`src/rtl/subseq_gen.sv`:
```
// Serial MSB-first word transmitter with a built-in overlapping pattern monitor.
// o_hit lines up cycle-exactly with a downstream detector's z on the same x stream.
module subseq_gen #(
    parameter int                WIDTH   = 8,
    parameter int                PLEN    = 5,
    parameter logic [PLEN-1:0]   PATTERN = 5'b10010,
    parameter int                CNT_W   = 8
) (
    input  logic             i_clk,
    input  logic             i_rst,
    input  logic [WIDTH-1:0] i_din,
    input  logic             i_din_valid,
    output logic             o_din_ready,
    output logic             o_x,
    output logic             o_x_valid,
    output logic             o_busy,
    output logic             o_done,
    output logic             o_hit,
    output logic [CNT_W-1:0] o_match_cnt,
    output logic [1:0]       o_state
);

    // Handshake: a word transfers on a rising edge where i_din_valid && o_din_ready;
    // o_din_ready depends only on state, never on i_din_valid.
    typedef enum logic [1:0] {S_IDLE = 2'd0, S_SHIFT = 2'd1, S_DONE = 2'd2} state_t;

    localparam int                BC_W     = $clog2(WIDTH);
    localparam int                FILL_W   = $clog2(PLEN + 1);
    localparam logic [BC_W-1:0]   BC_LAST  = BC_W'(WIDTH - 1);
    localparam logic [FILL_W-1:0] FILL_MAX = FILL_W'(PLEN);

    state_t             r_state;
    state_t             w_state_next;
    logic [WIDTH-1:0]   r_shreg;
    logic [BC_W-1:0]    r_bitcnt;
    logic [PLEN-1:0]    r_hist;
    logic [FILL_W-1:0]  r_fill;
    logic               r_hit;
    logic [CNT_W-1:0]   r_match_cnt;
    logic [PLEN-1:0]    w_hist_next;
    logic [FILL_W-1:0]  w_fill_next;
    logic               w_hit_next;

    always_ff @(posedge i_clk or posedge i_rst) begin
        if (i_rst) r_state <= S_IDLE;
        else       r_state <= w_state_next;
    end

    always_comb begin
        w_state_next = r_state;
        o_din_ready  = 1'b0;
        o_x          = 1'b0;
        o_x_valid    = 1'b0;
        o_busy       = 1'b0;
        o_done       = 1'b0;
        case (r_state)
            S_IDLE: begin
                o_din_ready = 1'b1;
                if (i_din_valid) w_state_next = S_SHIFT;
            end
            S_SHIFT: begin
                o_x       = r_shreg[WIDTH-1];
                o_x_valid = 1'b1;
                o_busy    = 1'b1;
                if (r_bitcnt == '0) w_state_next = S_DONE;
            end
            S_DONE: begin
                o_done       = 1'b1;
                o_busy       = 1'b1;
                w_state_next = S_IDLE;
            end
            default: w_state_next = S_IDLE;
        endcase
    end

    always_ff @(posedge i_clk or posedge i_rst) begin
        if (i_rst) begin
            r_shreg  <= '0;
            r_bitcnt <= '0;
        end else begin
            case (r_state)
                S_IDLE: begin
                    if (i_din_valid) begin
                        r_shreg  <= i_din;
                        r_bitcnt <= BC_LAST;
                    end
                end
                S_SHIFT: begin
                    r_shreg  <= {r_shreg[WIDTH-2:0], 1'b0};
                    r_bitcnt <= r_bitcnt - 1'b1;
                end
                default: ;
            endcase
        end
    end

    // The monitor samples the line itself, gap zeros included, as a detector would.
    assign w_hist_next = {r_hist[PLEN-2:0], o_x};
    assign w_fill_next = (r_fill < FILL_MAX) ? r_fill + 1'b1 : r_fill;
    assign w_hit_next  = (w_fill_next >= FILL_MAX) && (w_hist_next == PATTERN);

    always_ff @(posedge i_clk or posedge i_rst) begin
        if (i_rst) begin
            r_hist      <= '0;
            r_fill      <= '0;
            r_hit       <= 1'b0;
            r_match_cnt <= '0;
        end else begin
            r_hist <= w_hist_next;
            r_fill <= w_fill_next;
            r_hit  <= w_hit_next;
            if (w_hit_next && (r_match_cnt != '1)) r_match_cnt <= r_match_cnt + 1'b1;
        end
    end

    assign o_hit       = r_hit;
    assign o_match_cnt = r_match_cnt;
    assign o_state     = r_state;

endmodule

```
`config.mk`:
```
export PLATFORM = sky130hd
export DESIGN_NAME = subseq_gen
export DESIGN_NICKNAME = d
export VERILOG_FILES = /design/src/rtl/subseq_gen.sv
export SDC_FILE = /design/constraint.sdc
export NUM_CORES = 1
export LEC_CHECK = 0
export ABC_CLOCK_PERIOD_IN_PS = 2700
export CORE_AREA = 2 2 71 73
export DETAILED_ROUTE_END_ITERATION = 6
export DIE_AREA = 0 0 73 75
export GPL_ROUTABILITY_DRIVEN = 0
export PLACE_DENSITY = 0.51
export SLEW_MARGIN = 5
export SYNTH_ARGS = -nofsm -noshare
export SYNTH_HDL_FRONTEND = slang
export SYNTH_SLANG_ARGS = --single-unit
export TNS_END_PERCENT = 30
```
`constraint.sdc`:
```
create_clock -name i_clk -period 2.7 [get_ports i_clk]
set_input_delay 0.81 -clock i_clk [delete_from_list [all_inputs] [get_ports i_clk]]
set_output_delay 0.81 -clock i_clk [all_outputs]
set_load 0.02 [all_outputs]
```
# Word level (Yosys, flattened, before mapping)
# Index checks and enable logic that the tools add are counted.
# word_totals
register_bits	29
in_bits	11
word_cells	39
# op_classes
n_reduce_logical	8
eq_ne	6
magnitude_cmp	2
addsub	3
n_mux	13
# ops
cell	count
8-bit case mux with 2 select lines	1
8-bit by 1-bit adder with 8-bit output (second input constant)	1
8-bit two-way mux	1
8-bit inequality test (second input constant)	1
3-bit two-way mux	2
3-bit case mux with 2 select lines	1
5-bit == test (second input constant)	1
1-bit two-way mux	5
2-bit two-way mux	2
2-bit inequality test (second input constant)	2
2-bit case mux with 2 select lines	1
2-bit AND reduction	2
3-bit by 1-bit adder with 3-bit output (second input constant)	1
3-bit >= comparator (second input constant)	1
3-bit logical NOT	1
3-bit less-than comparator (second input constant)	1
3-bit by 1-bit subtractor with 3-bit output (second input constant)	1
2-bit by 1-bit == test with 1-bit output (second input constant)	1
2-bit == test (second input constant)	1
1-bit logical AND	2
2-bit logical NOT	1
2-bit nonzero test	1
2-bit OR reduction	1

# Logic depth before layout (Yosys ltp)
# depth
depth_word	5
mapped_depth	8

# Worst setup path after synthesis
# Ideal clock, no wire load.
# synth_timing
kind	reg2reg
start	register r_state[1] (netlist: o_state[1])
end	register r_match_cnt[6] (netlist: o_match_cnt[6])
t_required_ns	2.575
path_stages_with_launch	9
t_arrival_ns	2.210
path_slack_ns	0.365
cell_sequence	dfrtp_1 inv_1 ha_1 clkbuf_8 o2bb2ai_1 or4_4 buf_6 nor3_1 mux2_2
# synth_between
elab_chain_cells	5
# synth_lines
element	line_no	source
from (decl)	32	state_t r_state;
from (signal assigned)	46	else r_state <= w_state_next;
2-bit by 1-bit == test with 1-bit output	56	case (r_state)
1-bit two-way mux	56	
5-bit == test	100	assign w_hit_next = (w_fill_next >= FILL_MAX) && (w_hist_next == PATTERN);
1-bit logical AND	100	
1-bit logical AND	112	if (w_hit_next && (r_match_cnt != '1)) r_match_cnt <= r_match_cnt + 1'b1;
to (signal assigned)	112	
to (decl)	39	logic [CNT_W-1:0] r_match_cnt;
# Every way passes these cells.
# A chain may end at the register's enable or synchronous reset.

# Worst setup path in the final report
# layout_timing
start	register r_state[1] (netlist: o_state[1])
end	output port o_x_valid
# layout_between
elab_chain_cells	2
# layout_lines
element	line_no	source
2-bit by 1-bit == test with 1-bit output	56	
1-bit two-way mux	56	
to (decl)	15	output logic o_x_valid,
# Every way passes these cells.

==> results.md <==
* Worst setup path category: reg2out
* EDFF count, synth at 0
* Yosys reg bits at 29
* Die Wd at 73 um
* Die ar. at 5475 sq um
* Fin util at 38.44%
* Setup TNS at 0 ns
* Top post-synthesis cells by count: 29 x dfrtp_1, 14 x nor2_1, 10 x o22ai_1
* Core Area at 4661 sq um
* TritonCTS Sinks at 29
* Most used DFF post-synth: dfrtp_1
* Actual slew at the worst max-slew pin at 0.5993 ns
* Crit. End Element: output port
* Setup violators final at 0
* Clock transition at the registers of the reported paths at 0.06 ns
* Avg Inst Size Synth at 10.81 sq um
* # diodes at 0
* Leakage power at 0.8087 nW
* Slew Limit Headroom at 59.62%
* Finished Layout Cells at 216
* Final worst-path cycle share at 91.04%
* Combinational cell fraction of total power at 41.7%
* Area delta synth->final at 29.48%
* Routed wire length at 2901 um
* DR vias/cell at 4.977
* CTS tree: yes
* Layout Nets at 180
* Part of the power in registers at 38.6%
* Status: finished, final reports clean
* Synth top area share at 52.44%
* Vias post-DR at 1075
* Yosys warnings at 0
* Initial antenna violation count at 0
* Clock Tree Buf Depth at 2
* Largest net degree at the start of global routing at 30
* Peak VDD IR at 664.8 uV
* Pwr dens at 962.4 nW/um^2
* # port buffers at 26
* Drt first pass iters at 4
* I/O pin total at 27
* CP required at 1.89 ns
* Fin Clk Skew at 0.004532 ns
* Slowest stage delay, CP at 0.64 ns
* DRT antenna net count at 0
* Metal2 WL at 1302 um
* Crit path DAT at 1.65 ns
* Total power at 1.724 mW
* Synthesized area at 1384 sq um
* Sequential-to-total area share from yosys stat at 52.44%
* Unrepaired setup endpoints after global routing: false
* Initial drt markers at 41
* Clock share of power at 19.7%
* DR WL met3 at 183 um
* Hold buffers post-CTS at 0
* Root Driver: clkbuf_8
* Fin Hold WS at 0.3705 ns
* Clk Latency, worst-skew pair at 0.28 ns
* Vias in the first global route at 1044
* Post-synth ARST share at 100.0%
* Initial core utilization at 29.69%
* Sw Pwr at 0.6458 mW
* H-tree lvl count at 2
* Area leader, netlist: dfrtp_1
* Yosys cell types at 28
* Area contributors post-synth: dfrtp_1 52%, ha_1 7.2%, o22ai_1 4.5%
* Slowest-stage cell, CP: clkdlybuf4s50_1
* Top Metal Used: met4
* Most numerous cell in the Yosys netlist: dfrtp_1
* DP Cell Count at 208
* Mapped Cells at 128
* Hold Path Class: reg2reg
* Post-layout min period at 2.458 ns
* Peak Freq at 406.8 MHz
* Met1 wire length at 1380 um
* Cell row count at 25
* Die Y at 75 um
* Slew Viols, Final at 0
* Syn_nets at 147
* Sw Ratio at 37.45%
* DRC viols at 0
* CP max FO at 4
* Dpl hpwl at 2061 um
* Worst-path cell chain: inv_1, ha_1, clkdlybuf4s50_1
* CTS buffer count at 5
* WL/cell at 13.43 um
* Int Pwr at 1.079 mW
* Max cap viols at 0
* Filler cells at 456
* First-pass GRT wire length at 4809 um
* Final Hold Viols at 0
* CP Launch Type: flip-flop
* GRT overflow at 0
* All-Layer GR Usage at 11.74%
* Share of layout cells above drive strength 1 at 10.49%
[final timing paths]
kind,from,endpoint,slack [ns],cells past startpoint
setup reg to reg,o_state[1],o_match_cnt[6],0.52,7
max in group asynchronous,i_rst,r_fill[1],1.50,3
hold reg to reg,r_hist[1],r_hist[2],0.37,0
hold / removal,r_hist[1],r_hist[2],0.37,0
setup / recovery,o_state[1],o_x_valid,0.24,3
min in group asynchronous,i_rst,o_match_cnt[6],0.91,3
[stage by stage]
step | area, sq um | worst slack (ns)
2_1_floorplan | 1384 | 0.3651
3_3_place_gp | 1709 | 0.3914
3_5_place_dp | 1709 | 0.3663
4_1_cts | 1789 | 0.05182
5_1_grt | 1792 | 0.1221
6_report | 1792 | 0.2420
[timing repair]
action / in CTS / in global routing
resized for setup: 0 / 1
buffers inserted: 0 / 0
endpoints found under the setup margin: 0 / 1
endpoints found under the hold margin: 0 / 0
[cell families after synthesis]
logic type / count (synthesis) / share of synthesized area, %
flip-flops: 29 / 52.44
buffers and inverters: 13 / 4.792
multiplexers: 4 / 3.255
adder cells (fa/ha/maj): 8 / 7.234
XOR/XNOR: 6 / 3.797
AND/OR/NAND/NOR: 41 / 16.27
AO/OA/AOI/OAI: 27 / 12.21
[registers in the layout, summed over array words and instances, names as in the netlist]
signal / count
r_hist: 4
o_match_cnt: 8
r_fill: 3
r_bitcnt: 3
o_state: 2
r_shreg: 8
o_hit: 1
[layout by cell type, fill, tap and decap left out]
cell type and n:
nand4_1 1, xor2_1 6, a31oi_1 4, nand3_1 5
ha_1 8, nand2b_1 2, dlymetal6s2s_1 1, nor2_1 14
clkbuf_1 3, nor3_1 4, buf_4 4, o22ai_1 10
o21ai_0 3, o32ai_1 2, a21oi_1 6, clkdlybuf4s50_1 25
clkbuf_8 5, dfrtp_1 29, mux2_2 4, nor2b_1 2
and2_1 1, o2bb2ai_1 1, nand2_1 6, a22o_2 1
inv_1 9, or4_4 1, nor3b_1 1, and4bb_1 1
nor4_2 2, nand4bb_1 1
[routing by layer]
metal  track usage, %  vias to the layer above
li1                 -                      521
met1            15.15                      515
met2            17.52                       34
met3            5.489                        5
met4            3.704                        0
met5                0                        -
[power groups by stage]
stage	sequential (mW)	combinational, mW	clock [mW]
final	0.666	0.719	0.339
after global routing	0.686	0.794	0.377
after CTS	0.667	0.728	0.354
after detailed placement	0.674	0.723	0
after global placement	0.669	0.714	0
after floorplan	0.685	0.451	0
[layout make-up]
type | count | area [sq um] | share of cell area [%]
clock buffer | 8 | 80.08 | 4.469
inverter | 9 | 33.78 | 1.885
multi-input combinational | 86 | 591.8 | 33.03
sequential | 29 | 725.7 | 40.50
tap | 54 | 67.56 | 3.771
timing repair buffer | 30 | 292.8 | 16.34
[critical path, delay by kind of cell (launching register included)]
family                     cells  cell delay [ns]
adders and majority gates      1             0.23
buffers and inverters          2             0.74
DFF                            1             0.40
(Power assumes the default switching activity.)
